--- config.mk ---
export PLATFORM = sky130hd
export DESIGN_NAME = pwm3_gen
export DESIGN_NICKNAME = d
export VERILOG_FILES = /design/src/rtl/pwm3_pkg.sv /design/src/rtl/cnt_seq_chk.sv /design/src/rtl/pwm3_gen.sv
export SDC_FILE = /design/constraint.sdc
export NUM_CORES = 1
export LEC_CHECK = 0
export ABC_AREA = 1
export BUFFER_PORTS_ARGS = -buffer_cell sky130_fd_sc_hd__buf_2
export CAP_MARGIN = 10
export CORE_MARGIN = 2
export CORE_UTILIZATION = 51
export CTS_BUF_LIST = sky130_fd_sc_hd__clkbuf_4
export DETAILED_ROUTE_END_ITERATION = 10
export GPL_ROUTABILITY_DRIVEN = 0
export PLACE_DENSITY = 0.77
export SLEW_MARGIN = 20
export SYNTH_ARGS = -nofsm -noshare
export SYNTH_HDL_FRONTEND = slang
export SYNTH_SLANG_ARGS = --single-unit
--- constraint.sdc ---
create_clock -name clk -period 1.6 [get_ports clk]
set_clock_uncertainty 0.05 [all_clocks]
set_input_delay 0 -clock clk [delete_from_list [all_inputs] [get_ports clk]]
set_output_delay 0 -clock clk [all_outputs]
set_load 0.02 [all_outputs]
--- src/rtl/pwm3_pkg.sv ---
// pwm3 shared types and constants.
// Holds the FSM encoding and duty helpers.
package pwm3_pkg;

  typedef enum logic {
    SYNC = 1'b0,
    RUN  = 1'b1
  } state_t;

  localparam int CW_DEF = 3;

  function automatic int max_duty(input int cw);
    return 1 << cw;
  endfunction

endpackage

--- src/rtl/cnt_seq_chk.sv ---
// Upstream counter sequence checker.
// Flags count_in values that skip the +1 step.
module cnt_seq_chk
  import pwm3_pkg::*;
#(
  parameter int CW = CW_DEF
) (
  input  logic          clk,
  input  logic          reset,
  input  logic [CW-1:0] count_in,
  input  logic          enable,
  output logic          seq_bad
);

  logic [CW-1:0] prev_q;
  logic [CW-1:0] next_exp;

  assign next_exp = prev_q + 1'b1;
  assign seq_bad  = enable && (count_in != next_exp);

  // remember last count for the next-cycle compare
  always_ff @(posedge clk) begin
    if (!reset) prev_q <= '0;
    else        prev_q <= count_in;
  end

endmodule

--- src/rtl/pwm3_gen.sv ---
// PWM generator locked to an external counter.
// Shadow duty applies at period boundaries.
module pwm3_gen
  import pwm3_pkg::*;
#(
  parameter int CW  = CW_DEF,
  parameter int PCW = 8
) (
  input  logic           clk,
  input  logic           reset,
  input  logic [CW-1:0]  count_in,
  input  logic [CW:0]    duty_in,
  input  logic           duty_valid,
  output logic           duty_ready,
  input  logic           err_clr,
  output logic           pwm_out,
  output logic           period_start,
  output logic           seq_err,
  output logic [PCW-1:0] period_cnt
);

  localparam logic [CW:0] DMAX = (CW+1)'(max_duty(CW));

  state_t      state;
  logic [CW:0] active_q;
  logic [CW:0] shadow_q;
  logic        pending_q;
  logic        seq_bad;
  logic        bad;
  logic        bnd;
  logic        accept;
  logic [CW:0] eff;
  logic [CW:0] duty_sat;
  logic [CW:0] cnt_ext;

  cnt_seq_chk #(.CW(CW)) u_chk (
    .clk      (clk),
    .reset    (reset),
    .count_in (count_in),
    .enable   (state == RUN),
    .seq_bad  (seq_bad)
  );

  assign duty_ready = !pending_q;
  assign cnt_ext    = {1'b0, count_in};

  // error / boundary / handshake decode
  always_comb begin
    bad      = (state == RUN) && seq_bad;
    bnd      = !bad && (count_in == '0);
    eff      = pending_q ? shadow_q : active_q;
    accept   = duty_valid && !pending_q;
    duty_sat = (duty_in > DMAX) ? DMAX : duty_in;
  end

  // FSM, duty registers and registered outputs
  always_ff @(posedge clk) begin
    if (!reset) begin
      state        <= SYNC;
      active_q     <= '0;
      shadow_q     <= '0;
      pending_q    <= 1'b0;
      pwm_out      <= 1'b0;
      period_start <= 1'b0;
      seq_err      <= 1'b0;
      period_cnt   <= '0;
    end else begin
      if (accept) begin
        shadow_q  <= duty_sat;
        pending_q <= 1'b1;
      end else if (bnd) begin
        pending_q <= 1'b0;
      end
      unique case (1'b1)
        bad: begin
          state        <= SYNC;
          pwm_out      <= 1'b0;
          period_start <= 1'b0;
          seq_err      <= 1'b1;
        end
        bnd: begin
          if (err_clr) seq_err <= 1'b0;
          state        <= RUN;
          active_q     <= eff;
          pwm_out      <= cnt_ext < eff;
          period_start <= 1'b1;
          period_cnt   <= period_cnt + 1'b1;
        end
        default: begin
          if (err_clr) seq_err <= 1'b0;
          period_start <= 1'b0;
          pwm_out      <= (state == RUN)
                          && (cnt_ext < active_q);
        end
      endcase
    end
  end

endmodule
# After elaboration in Yosys (flattened, before gate mapping)
# Cells that the tools add are included.
[word_totals]
reg_bits = 24
word_cells = 35
inputBits = 11
[op_classes]
n_eq_ne = 1
n_reduce_logical = 11
addsub = 2
magnitude_cmp = 3
muxes = 9
[ops]
columns = ["cell", "n"]
rows = [
  ["adder 8 x 1 -> 8 bit (second input constant)", 1],
  ["less-than comparator 3 x 4 -> 1 bit", 2],
  ["two-way mux 4 bit", 2],
  ["nonzero test 2 bit", 3],
  ["logical AND 1 bit", 5],
  ["two-way mux 1 bit", 5],
  ["greater-than comparator 4 bit (second input constant)", 1],
  ["case mux 1 bit (2 select lines)", 2],
  ["adder 3 x 1 -> 3 bit (second input constant)", 1],
  ["zero test 3 bit", 1],
  ["!= test 3 bit", 1],
  ["zero test 1 bit", 2],
]

# Logic depth before layout (Yosys ltp)
# Gate-level depths: netlist (run 1).
[logic_depth]
depth_word = 8
ltp_mapped = 11
depth_no_buf = 11

# By module
# Synthesis (run 1) repeated with hierarchy kept, for this count alone.
[hier_totals]
hier_cells = 174
hier_area_um2 = 1261.2
[modules_own_cells]
columns = ["module", "cells_per_inst", "instances", "seq_area_each_um2", "area_per_inst_um2"]
rows = [
  ["pwm3_gen", 146, 1, 420.4, 1092.3],
  ["cnt_seq_chk", 28, 1, 60.1, 168.9],
]

# Worst setup path before layout (run 1)
# Ideal clock, no wire load.
[synth_path]
kind = "register to register"
startpoint = "reg u_chk.prev_q[0]"
endpoint = "reg pending_q"
period_less_slack_ps = 1531
slack_ps = 69
path_stages_with_launch = 12
arrival_time_ps = 1349
setup_time_ps = 132
path_cell_list = "dfxtp_1 -> ha_1 -> inv_1 -> nand2_1 -> nand2_1 -> nor2_2 -> nand2_4 -> nand2_4 -> nand2_4 -> buf_6 -> nand2_1 -> a21oi_2"
[synth_via]
elab_chain_cells = 7
[synth_rtl]
columns = ["item", "line", "source"]
rows = [
  ["start: declaration", "cnt_seq_chk.sv:15", "logic [CW-1:0] prev_q;"],
  ["start signal: assignment", "cnt_seq_chk.sv:24", "else prev_q <= count_in;"],
  ["adder 3 x 1 -> 3 bit", "cnt_seq_chk.sv:18", "assign next_exp = prev_q + 1'b1;"],
  ["!= test 3 bit", "cnt_seq_chk.sv:19", "assign seq_bad = enable && (count_in != next_exp);"],
  ["logical AND 1 bit", "cnt_seq_chk.sv:19", ""],
  ["logical AND 1 bit", "pwm3_gen.sv:49", "bad = (state == RUN) && seq_bad;"],
  ["zero test 1 bit", "pwm3_gen.sv:50", "bnd = !bad && (count_in == '0);"],
  ["logical AND 1 bit", "pwm3_gen.sv:50", ""],
  ["nonzero test 2 bit (no line)", "-", ""],
  ["end signal: assignment", "pwm3_gen.sv:62", "pending_q <= 1'b0;"],
  ["end signal: assignment", "pwm3_gen.sv:70", "pending_q <= 1'b1;"],
  ["end signal: assignment", "pwm3_gen.sv:72", "pending_q <= 1'b0;"],
  ["end: declaration", "pwm3_gen.sv:27", "logic pending_q;"],
]
# Every way passes these cells.
# A chain may end at the register's enable or synchronous reset.

# Worst setup path in the final report (run 1)
[layout_path]
startpoint = "reg u_chk.prev_q[0]"
endpoint = "reg active_q[1]"
[layout_via]
elab_chain_cells = 6
[layout_rtl]
columns = ["item", "line", "source"]
rows = [
  ["adder 3 x 1 -> 3 bit", "cnt_seq_chk.sv:18", ""],
  ["!= test 3 bit", "cnt_seq_chk.sv:19", ""],
  ["logical AND 1 bit", "cnt_seq_chk.sv:19", ""],
  ["logical AND 1 bit", "pwm3_gen.sv:49", ""],
  ["zero test 1 bit", "pwm3_gen.sv:50", ""],
  ["logical AND 1 bit", "pwm3_gen.sv:50", ""],
  ["end signal: assignment", "pwm3_gen.sv:60", "active_q <= '0;"],
  ["end signal: assignment", "pwm3_gen.sv:84", "active_q <= eff;"],
  ["end: declaration", "pwm3_gen.sv:25", "logic [CW:0] active_q;"],
]
# Every way passes these cells.

==> impl_results.md, run 1 <==
* Status: completed
* Crit path required time at 1780 ps
* Synth Instances at 177
* Worst Setup End Kind: flop
* CP peak stage delay at 370 ps
* Register area share after synthesis at 0.3848
* Vias in the first global route at 1203
* Hold Slack at 397.4 ps
* Clk slew on worst S/H paths at 140 ps
* Worst-Skew Late Latency at 330 ps
* Crit Path Class: reg -> reg
* Pre-antenna DRT Iters at 4
* Worst path slowest cell: dfxtp_4
* Total power at 0.001328 W
* Antenna Violating Nets Remaining at 0
* Initial antenna violation count at 0
* Placed cell area at 1403 sq um
* Via count at 1270
* GRT overflow at 0
* Async SR Flop Fraction at 0
* Via/cell ratio at 5.142
* CTS root buf: clkbuf_4
* Fmax at 635.3 MHz
* Avg Cell Area, Syn at 7.055 sq um
* Filler cells at 196
* GRT Overall Usage at 0.2372
* EDFF count, synth at 0
* Final Instance Area at 1672 sq um
* H-tree levels at 1
* Leading cell types by count after synthesis: nand2_1, dfxtp_1, inv_1
* Core area at 2255 sq um
* Synthesized flop and latch total at 24
* Worst-margin pin slew at 532.0 ps
* Largest net degree at the start of global routing at 17
* WP data arrival at 1760 ps
* Util after Layout at 0.7414
* Yosys top cell by area: dfxtp_1
* Clock sinks at 24
* Max_slew headroom at 0.6449
* Synth area leaders: dfxtp_1, nand2_1, inv_1
* Die H at 53.48 microns
* Main synth FF type: dfxtp_1
* Port bufs at 22
* Share of cells above drive strength 1 at 0.2329
* Syn_nets at 194
* Post-DR wirelength/cell at 12.00 microns
* Initial Util at 0.5538
* First-pass GRT wire length at 4899 microns
* Count leader, synth: nand2_1
* Fin crit share at 0.9837
* CTS max path bufs at 2
* Cell variety after synth at 24
* Tmin final at 1574 ps
* I/O Pins at 23
* Crit Path Max Fanout at 8
* Buf+Inv Stages, Crit Path at 1
* VDD IR-drop max at 0.6746 mV
* Final setup violation count at 0
* Synthesis warning total at 0
* Synthesis-to-finish area growth at 33.87%
* Fin nets at 237
* CTS Buf Count at 3
* Row count at 17
* Placed Cells at 226
* WL final at 2963 microns
* CTS tree: done
* Mapped cell area at 1249 sq um
* HP Class: in -> reg
* Max-slew violation count at 0
* Top cell type's share of synthesized area at 0.3848
* DP HPWL at 1942 microns
* Worst path cell trace: ha_4, inv_2, nand2_2, nand2_2, nor2_4, nand2_4, a21oi_4, nand2_1, nand2_1, nor2_1
* RSZ-0062 raised after global routing: true
* Final cell count without fillers at 247
* Total of max-cap violations at 0
* Die area at 2860 sq um
* Crit path launch type: flop
* Antenna diode count at 0
* Final Hold Viols at 0
* Leakage at 0.7854 nW
* Die extent in x at 53.48 microns
* PD cells at 794.2 nW/um^2
* Residual DRC count at 0
* Crit-path leading delay family: simple AND/OR/NAND/NOR gates
* DRT iter0 DRCs at 16
## per-stage QoR
step / setup WS [ps] / setup TNS (ps)
after floorplan: 69.05 / 0
after global placement: 30.19 / 0
after detailed placement: -8.114 / -8.114
after CTS: 20.32 / 0
after global routing: -65.62 / -257.9
final: 26.04 / 0
## power breakdown
part / leakage, nW / switching, W / internal (W)
clock network: 0.0279 / 0.000196 / 0.000254
registers: 0.197 / 0.0000156 / 0.000618
logic: 0.561 / 0.000138 / 0.000106
## flip-flops by register name, indices dropped and copies added (netlist names)
register      count
period_cnt        8
active_q          4
shadow_q          4
u_chk.prev_q      3
pending_q         1
period_start      1
pwm_out           1
seq_err           1
state             1
## cell type report
cell class | instances | area [sq um] | share of cell area
clock inverters | 1 | 30.03 | 0.01796
repair buffers | 40 | 290.3 | 0.1737
well taps | 28 | 35.03 | 0.02096
inverters | 23 | 86.33 | 0.05165
multi-input cells | 128 | 721.9 | 0.4319
clock buffers | 3 | 22.52 | 0.01347
flip-flops and latches | 24 | 485.5 | 0.2904
## worst min-delay path: cells and delay by family
family	cells	cell delay (ps)
buffers and inverters	3	660
AOI/OAI and AO/OA	1	60
and+or+nand+nor	1	40
## repair_timing
action / CTS / global route
gates resized for setup: 6 / 9
cloned: 0 / 1
buffers inserted: 0 / 3
hold buffers: 13 / 0
endpoints found under the hold margin: 14 / 0
setup endpoints to repair: 4 / 13
pin swaps: 1 / 10
## final timing paths
| kind | start | slack (ps) | cells after the start | to |
|---|---|---|---|---|
| max | u_chk.prev_q[0] | 30 | 10 | active_q[1] |
| min | err_clr | 400 | 5 | seq_err |
| min reg2reg | shadow_q[1] | 430 | 2 | shadow_q[1] |
| max reg2reg | u_chk.prev_q[0] | 30 | 10 | active_q[1] |
## layer usage
metal | track usage | up-vias | part of all wire
met1 | 0.2591 | 587 | 0.42
met3 | 0.03672 | 12 | 0.025
met4 | 0.1368 | 0 | 0.033
met5 | 0 | - | 0
li1 | - | 645 | -
met2 | 0.4259 | 26 | 0.52
## placed cells by master, fill, tap and decap left out, types with 4 or more instances in the layout
cell type / count
nor2_1: 19
dlygate4sd3_1: 13
ha_1: 5
nand2_1: 49
buf_4: 4
dfxtp_1: 22
buf_2: 22
inv_1: 20
nand2_2: 4
a21oi_1: 11
nand3_1: 13
## cell families after synthesis
| group | count (synthesis) | share of synthesized area |
|---|---|---|
| compound gates | 22 | 0.1052 |
| xor+xnor | 5 | 0.03508 |
| fa+ha+maj | 6 | 0.06012 |
| buf+inv | 26 | 0.08417 |
| flops | 24 | 0.3848 |
| simple gates | 94 | 0.3307 |
No activity file was read; power rests on OpenSTA's default activity.
==> run 2: changes to the inputs <==
--- a/config.mk
+++ b/config.mk
@@ -8,6 +8,7 @@
 export ABC_AREA = 1
 export BUFFER_PORTS_ARGS = -buffer_cell sky130_fd_sc_hd__buf_2
 export CAP_MARGIN = 10
+export CORE_ASPECT_RATIO = 1.75
 export CORE_MARGIN = 2
 export CORE_UTILIZATION = 51
 export CTS_BUF_LIST = sky130_fd_sc_hd__clkbuf_4
==> run 2 against run 1 <==
  * Critical endpoint unchanged
  * Via count shrank 4.9%
  * Sequential power is essentially flat
  * Design area shrank 3.2%
  * First-iteration DRC count grew 69%
  * Utilization shrank 3.9 points
  * Worst hold slack gained 24 ps
==> impl_results.md, run 2 (synthesis results as in run 1) <==
* Status: completed (unchanged)
* Initial Util at 0.5424 (was 0.5538)
* Max-slew violation count at 0 (unchanged)
* Synthesis-to-finish area growth at 29.56% (was 33.87%)
* Max FFs per register at 8 (unchanged)
* First-pass GRT wire length at 4657 microns (was 4899 microns)
* Fmax at 647.8 MHz (was 635.3 MHz)
* Hold Slack at 421.5 ps (was 397.4 ps)
* M2 GR Usage at 0.3785 (was 0.4259)
* Row count at 23 (was 17)
* Fin crit share at 0.9648 (was 0.9837)
* HP Class: reg -> reg (was in -> reg)
* I/O Pins at 23 (unchanged)
* Final cell count without fillers at 242 (was 247)
* Final Hold Viols at 0 (unchanged)
* CTS tree: done (unchanged)
* Post-DR wirelength/cell at 10.95 microns (was 12.00 microns)
* Die H at 69.46 microns (was 53.48 microns)
* Crit path launch type: flop (unchanged)
* Share of cells above drive strength 1 at 0.2258 (was 0.2329)
* Fin nets at 235 (was 237)
* CTS Buf Count at 3 (unchanged)
* Via count at 1208 (was 1270)
* Crit Path Max Fanout at 8 (unchanged)
* Port bufs at 22 (unchanged)
* Int Pwr at 0.0008099 W (was 0.0009782 W)
* CTS max path bufs at 2 (unchanged)
* Total of max-cap violations at 0 (unchanged)
* Die area at 2876 sq um (was 2860 sq um)
* Worst-Skew Late Latency at 320 ps (was 330 ps)
* CTS root buf: clkbuf_4 (unchanged)
* Met1 GRT Util at 0.2144 (was 0.2591)
* Met3 GRT Util at 0.01563 (was 0.03672)
* Via/cell ratio at 4.992 (was 5.142)
* WL final at 2650 microns (was 2963 microns)
* Die extent in x at 41.41 microns (was 53.48 microns)
* Crit path required time at 1770 ps (was 1780 ps)
* Most flops, register: period_cnt (unchanged)
* Crit Path Class: reg -> reg (unchanged)
* Antenna diode count at 0 (unchanged)
* Sw power at 0.0003242 W (was 0.0003494 W)
* Leakage at 0.7577 nW (was 0.7854 nW)
* Core area at 2302 sq um (was 2255 sq um)
* H-tree levels at 1 (unchanged)
* Vias in the first global route at 1120 (was 1203)
* Most common cell after layout, fill and taps aside: nand2_1 (unchanged)
* Clock sinks at 24 (unchanged)
* Most frequent cells in the layout: nand2_1, dfxtp_1, buf_2 (unchanged)
* Tmin final at 1544 ps (was 1574 ps)
* WP data arrival at 1720 ps (was 1760 ps)
* Worst Setup End Kind: flop (unchanged)
* Clk slew on worst S/H paths at 120 ps (was 140 ps)
* Comb pwr share at 0.201 (was 0.184)
* GRT Overall Usage at 0.1974 (was 0.2372)
* GRT busiest layer: met2 (unchanged)
* GRT overflow at 0 (unchanged)
* Total power at 0.001134 W (was 0.001328 W)
* Largest regs: period_cnt (8), active_q (4), shadow_q (4) (unchanged)
* Worst-margin pin slew at 556.7 ps (was 532.0 ps)
* VDD IR-drop max at 0.6243 mV (was 0.6746 mV)
* Seq pwr share at 0.560 (was 0.478)
* Final setup violation count at 0 (unchanged)
* Initial antenna violation count at 0 (unchanged)
* Final Instance Area at 1618 sq um (was 1672 sq um)
* PD cells at 701.0 nW/um^2 (was 794.2 nW/um^2)
* Largest net degree at the start of global routing at 17 (unchanged)
* Max_slew headroom at 0.6285 (was 0.6449)
* Switching share of power at 0.2858 (was 0.2632)
* Placed cell area at 1386 sq um (was 1403 sq um)
* Placed Cells at 223 (was 226)
* DP HPWL at 1928 microns (was 1942 microns)
* Residual DRC count at 0 (unchanged)
* DRT iter0 DRCs at 27 (was 16)
* RSZ-0062 raised after global routing: true (unchanged)
* Antenna Violating Nets Remaining at 0 (unchanged)
* Share of power burned in the clock network at 0.239 (was 0.339)
* Pre-antenna DRT Iters at 4 (unchanged)
==> run 2: metal layers <==
layer / part of all wire / wire [microns]
met5: 0 / 0
met4: 0.0098 / 26
met3: 0.029 / 78
met2: 0.56 / 1484
met1: 0.40 / 1060
==> run 2: through the flow <==
stage | setup slack, ps | setup TNS, ps | utilization
floorplan | 69.05 | 0 | -
global placement | 25.51 | 0 | 0.6022
detailed placement | -10.25 | -10.25 | 0.6022
CTS | 0.02531 | 0 | 0.6707
global route | -43.75 | -138.5 | 0.7027
finish | 56.35 | 0 | 0.7027
==> run 2: final timing paths <==
path | cells after the start | endpoint | slack [ps] | from
max | 10 | active_q[1] | 60 | u_chk.prev_q[0]
min | 2 | shadow_q[1] | 420 | shadow_q[1]
max reg2reg | 10 | active_q[1] | 60 | u_chk.prev_q[0]
min reg2reg | 2 | shadow_q[1] | 420 | shadow_q[1]
==> run 2: final cells by class <==
type	count	area [sq um]
inverter	23	86.33
clock inverter	1	3.754
timing repair buffer	39	274.0
multi-input combinational	127	716.9
fill	202	684.4
clock buffer	3	22.52
sequential	24	483.0
tap	25	31.28
==> run 2: timing repair <==
item | 4_1_cts | 5_1_grt
endpoints found under the setup margin | 9 | 14
endpoints found under the hold margin | 13 | 0
pin swaps | 1 | 10
resized for setup | 1 | 15
buffers inserted | 0 | 2
hold buffers | 13 | 0
==> run 2: power groups by stage <==
stage | combinational, W | sequential [W] | clock, W
global placement | 0.000181 | 0.000644 | 0
global route | 0.000259 | 0.000638 | 0.000288
CTS | 0.000211 | 0.000632 | 0.000276
detailed placement | 0.000186 | 0.000645 | 0
finish | 0.000228 | 0.000635 | 0.000271
floorplan | 0.000129 | 0.000650 | 0
==> run 2: worst max-delay path, cell delays in order, from the launching register on <==
cell and delay (ps):
dfxtp_2 360, ha_4 270, inv_2 30, nand2_2 40, nand2_2 50, nor2_4 130, nand2_4 90, a21oi_4 250
nand2_1 80, nand2_1 60, nor2_1 40
==> run 3: changes to the inputs <==
==> constraint.sdc (replaced) <==
create_clock -name clk -period 1.6 [get_ports clk]
set_clock_uncertainty 0.05 [all_clocks]
set_input_delay 0 -clock clk [delete_from_list [all_inputs] [get_ports clk]]
set_output_delay 0 -clock clk [all_outputs]
set_load 0.1 [all_outputs]
==> run 3 against run 2 <==
  * Wire length increased by 1.8%
  * Critical path depth stayed put
  * Clock power is 4% lower
  * First-iteration DRC count shrank 22%
  * Register-to-register slack lost 40 ps
  * Count of clock-buffer cells in the layout is the same
  * Non-clock buffer count decreased by 1
  * Design area decreased by 0.62%
  * Power increased by 2.8%
  * Critical path type unchanged
  * Highest routed layer unchanged
==> impl_results.md, run 3 (synthesis results as in run 1) <==
* Total power at 0.001166 W (was 0.001134 W)
* Synthesis-to-finish area growth at 28.76% (was 29.56%)
* FF-to-FF Start: u_chk.prev_q[0] (unchanged)
* Crit Path Class: reg -> reg (unchanged)
* Buf+Inv Stages, Crit Path at 2 (was 1)
* H-tree levels at 1 (unchanged)
* WP data arrival at 1780 ps (was 1720 ps)
* Post-DR wirelength/cell at 11.24 microns (was 10.95 microns)
* Reg area at 493.0 sq um (was 483.0 sq um)
* Filler cells at 198 (was 202)
* Final Hold Viols at 0 (unchanged)
* CTS max path bufs at 2 (unchanged)
* RSZ-0062 raised after global routing: true (unchanged)
* GRT Overall Usage at 0.2047 (was 0.1974)
* VDD IR-drop max at 0.7243 mV (was 0.6243 mV)
* I/O Pins at 23 (unchanged)
* Largest net degree at the start of global routing at 17 (unchanged)
* Via/cell ratio at 5.104 (was 4.992)
* Placed Cells at 223 (unchanged)
* Core area at 2302 sq um (unchanged)
* Most frequent cells in the layout: nand2_1, buf_2, inv_1 (was nand2_1, dfxtp_1, buf_2)
* Die area at 2876 sq um (unchanged)
* Largest regs: period_cnt (8), active_q (4), shadow_q (4) (unchanged)
* Crit-path leading delay family: simple AND/OR/NAND/NOR gates (unchanged)
* Row count at 23 (unchanged)
* Die extent in x at 41.41 microns (unchanged)
* Max_slew headroom at 0.6257 (was 0.6285)
* Max-slew violation count at 0 (unchanged)
* Worst path slowest cell: dfxtp_2 (unchanged)
* Hold path cells at 5 (was 2)
* Clock sinks at 24 (unchanged)
* PD cells at 725.1 nW/um^2 (was 701.0 nW/um^2)
* Reg2reg setup slack at 20 ps (was 60 ps)
* HP Class: in -> reg (was reg -> reg)
* DP HPWL at 1952 microns (was 1928 microns)
* Fin crit share at 0.9899 (was 0.9648)
* Leakage at 0.7580 nW (was 0.7577 nW)
* Hold_sp: err_clr (was shadow_q[1])
* Total of max-cap violations at 0 (unchanged)
* Area of the multi-input gates at 705.7 sq um (was 716.9 sq um)
* Tmin final at 1584 ps (was 1544 ps)
* Vias in the first global route at 1179 (was 1120)
* R2r endpoint: period_cnt[5] (was active_q[1])
* Final cell count without fillers at 240 (was 242)
* Die H at 69.46 microns (unchanged)
* Via count at 1225 (was 1208)
* Initial antenna violation count at 0 (unchanged)
* R2R cell count at 10 (unchanged)
* Most flops, register: period_cnt (unchanged)
* Max FFs per register at 8 (unchanged)
* Most common cell after layout, fill and taps aside: nand2_1 (unchanged)
* Pre-antenna DRT Iters at 4 (unchanged)
* Fmax at 631.4 MHz (was 647.8 MHz)
* CTS Buf Count at 3 (unchanged)
* Crit path required time at 1800 ps (was 1770 ps)
* Worst-Skew Late Latency at 320 ps (about the same)
* CTS tree: done (unchanged)
* Status: completed (unchanged)
* Hold Path End: seq_err (was shadow_q[1])
* Worst path cell trace: ha_4, inv_2, nand2_2, nand2_2, nor2_4, nand2_4, nand2_4, buf_6, nand3_1, a21oi_1 (was ha_4, inv_2, nand2_2, nand2_2, nor2_4, nand2_4, a21oi_4, nand2_1, nand2_1, nor2_1)
* Antenna diode count at 0 (unchanged)
* Crit Path Max Fanout at 5 (was 8)
* Antenna Violating Nets Remaining at 0 (unchanged)
* Initial Util at 0.5424 (unchanged)
* Final setup violation count at 0 (unchanged)
* CP peak stage delay at 350 ps (was 360 ps)
* Clk slew on worst S/H paths at 120 ps (about the same)
* WL final at 2698 microns (was 2650 microns)
* GRT overflow at 0 (unchanged)
* Fin nets at 234 (was 235)
* Port bufs at 22 (unchanged)
* Worst-margin pin slew at 560.8 ps (was 556.7 ps)
* First-pass GRT wire length at 4754 microns (was 4657 microns)
* Crit path launch type: flop (unchanged)
* DRT iter0 DRCs at 21 (was 27)
* Share of cells above drive strength 1 at 0.2605 (was 0.2258)
* Worst Setup End Kind: flop (unchanged)
* Residual DRC count at 0 (unchanged)
* CTS root buf: clkbuf_4 (unchanged)
[run 3: what timing repair did]
item,in CTS,in global routing
setup endpoints to repair,13,14
hold buffers,13,0
endpoints found under the hold margin,13,0
setup buffers,0,1
pin swaps,2,9
gates resized for setup,3,12
[run 3: tightest hold or removal path, delay by kind of cell]
kind | cells | cell delay (ps)
AOI/OAI and AO/OA | 1 | 60
buffers and inverters | 3 | 640
and+or+nand+nor | 1 | 40
[run 3: per-stage QoR]
step                TNS (ps)  setup WS, ps  cell area [sq um]    util  hold slack [ps]
detailed placement    -208.7        -52.86               1398  0.6071            202.8
CTS                        0         1.393               1555  0.6755            406.6
global placement           0         18.47               1398  0.6071            190.8
global route          -493.1        -93.76               1608  0.6984            427.3
floorplan             -80.68        -80.68               1260       -            43.45
finish                     0         16.10               1608  0.6984            408.6
[run 3: layout make-up]
type                       instances  share of cell area
clock buffer                       3             0.01401
inverter                          23             0.05525
multi-input combinational        127              0.4389
sequential                        24              0.3066
tap                               25             0.01946
timing repair buffer              38              0.1658
[run 3: how the worst max path moves through the flow]
stage / slack [ps] / cells after the start / start / end
after global routing: -90 / 10 / u_chk.prev_q[0] / period_cnt[0]
final: 20 / 10 / u_chk.prev_q[0] / period_cnt[5]
after floorplan: -80 / 8 / period_cnt[0] / period_cnt[6]
after detailed placement: -50 / 9 / u_chk.prev_q[0] / active_q[0]
after global placement: 20 / 10 / u_chk.prev_q[0] / period_cnt[1]
after CTS: 1 / 9 / u_chk.prev_q[0] / period_cnt[3]
[run 3: power breakdown]
| part | internal [W] | switching, W |
|---|---|---|
| Combinational | 0.0000985 | 0.000171 |
| Clock | 0.0000884 | 0.000173 |
| Sequential | 0.000620 | 0.0000151 |
[run 3: metal layers]
| metal | up-vias | wire length (microns) | global-route usage |
|---|---|---|---|
| met5 | - | 0 | 0 |
| met4 | 0 | 52 | 0.08602 |
| met3 | 5 | 78 | 0.02604 |
| met1 | 560 | 1073 | 0.2062 |
| li1 | 634 | - | - |
| met2 | 26 | 1494 | 0.3976 |
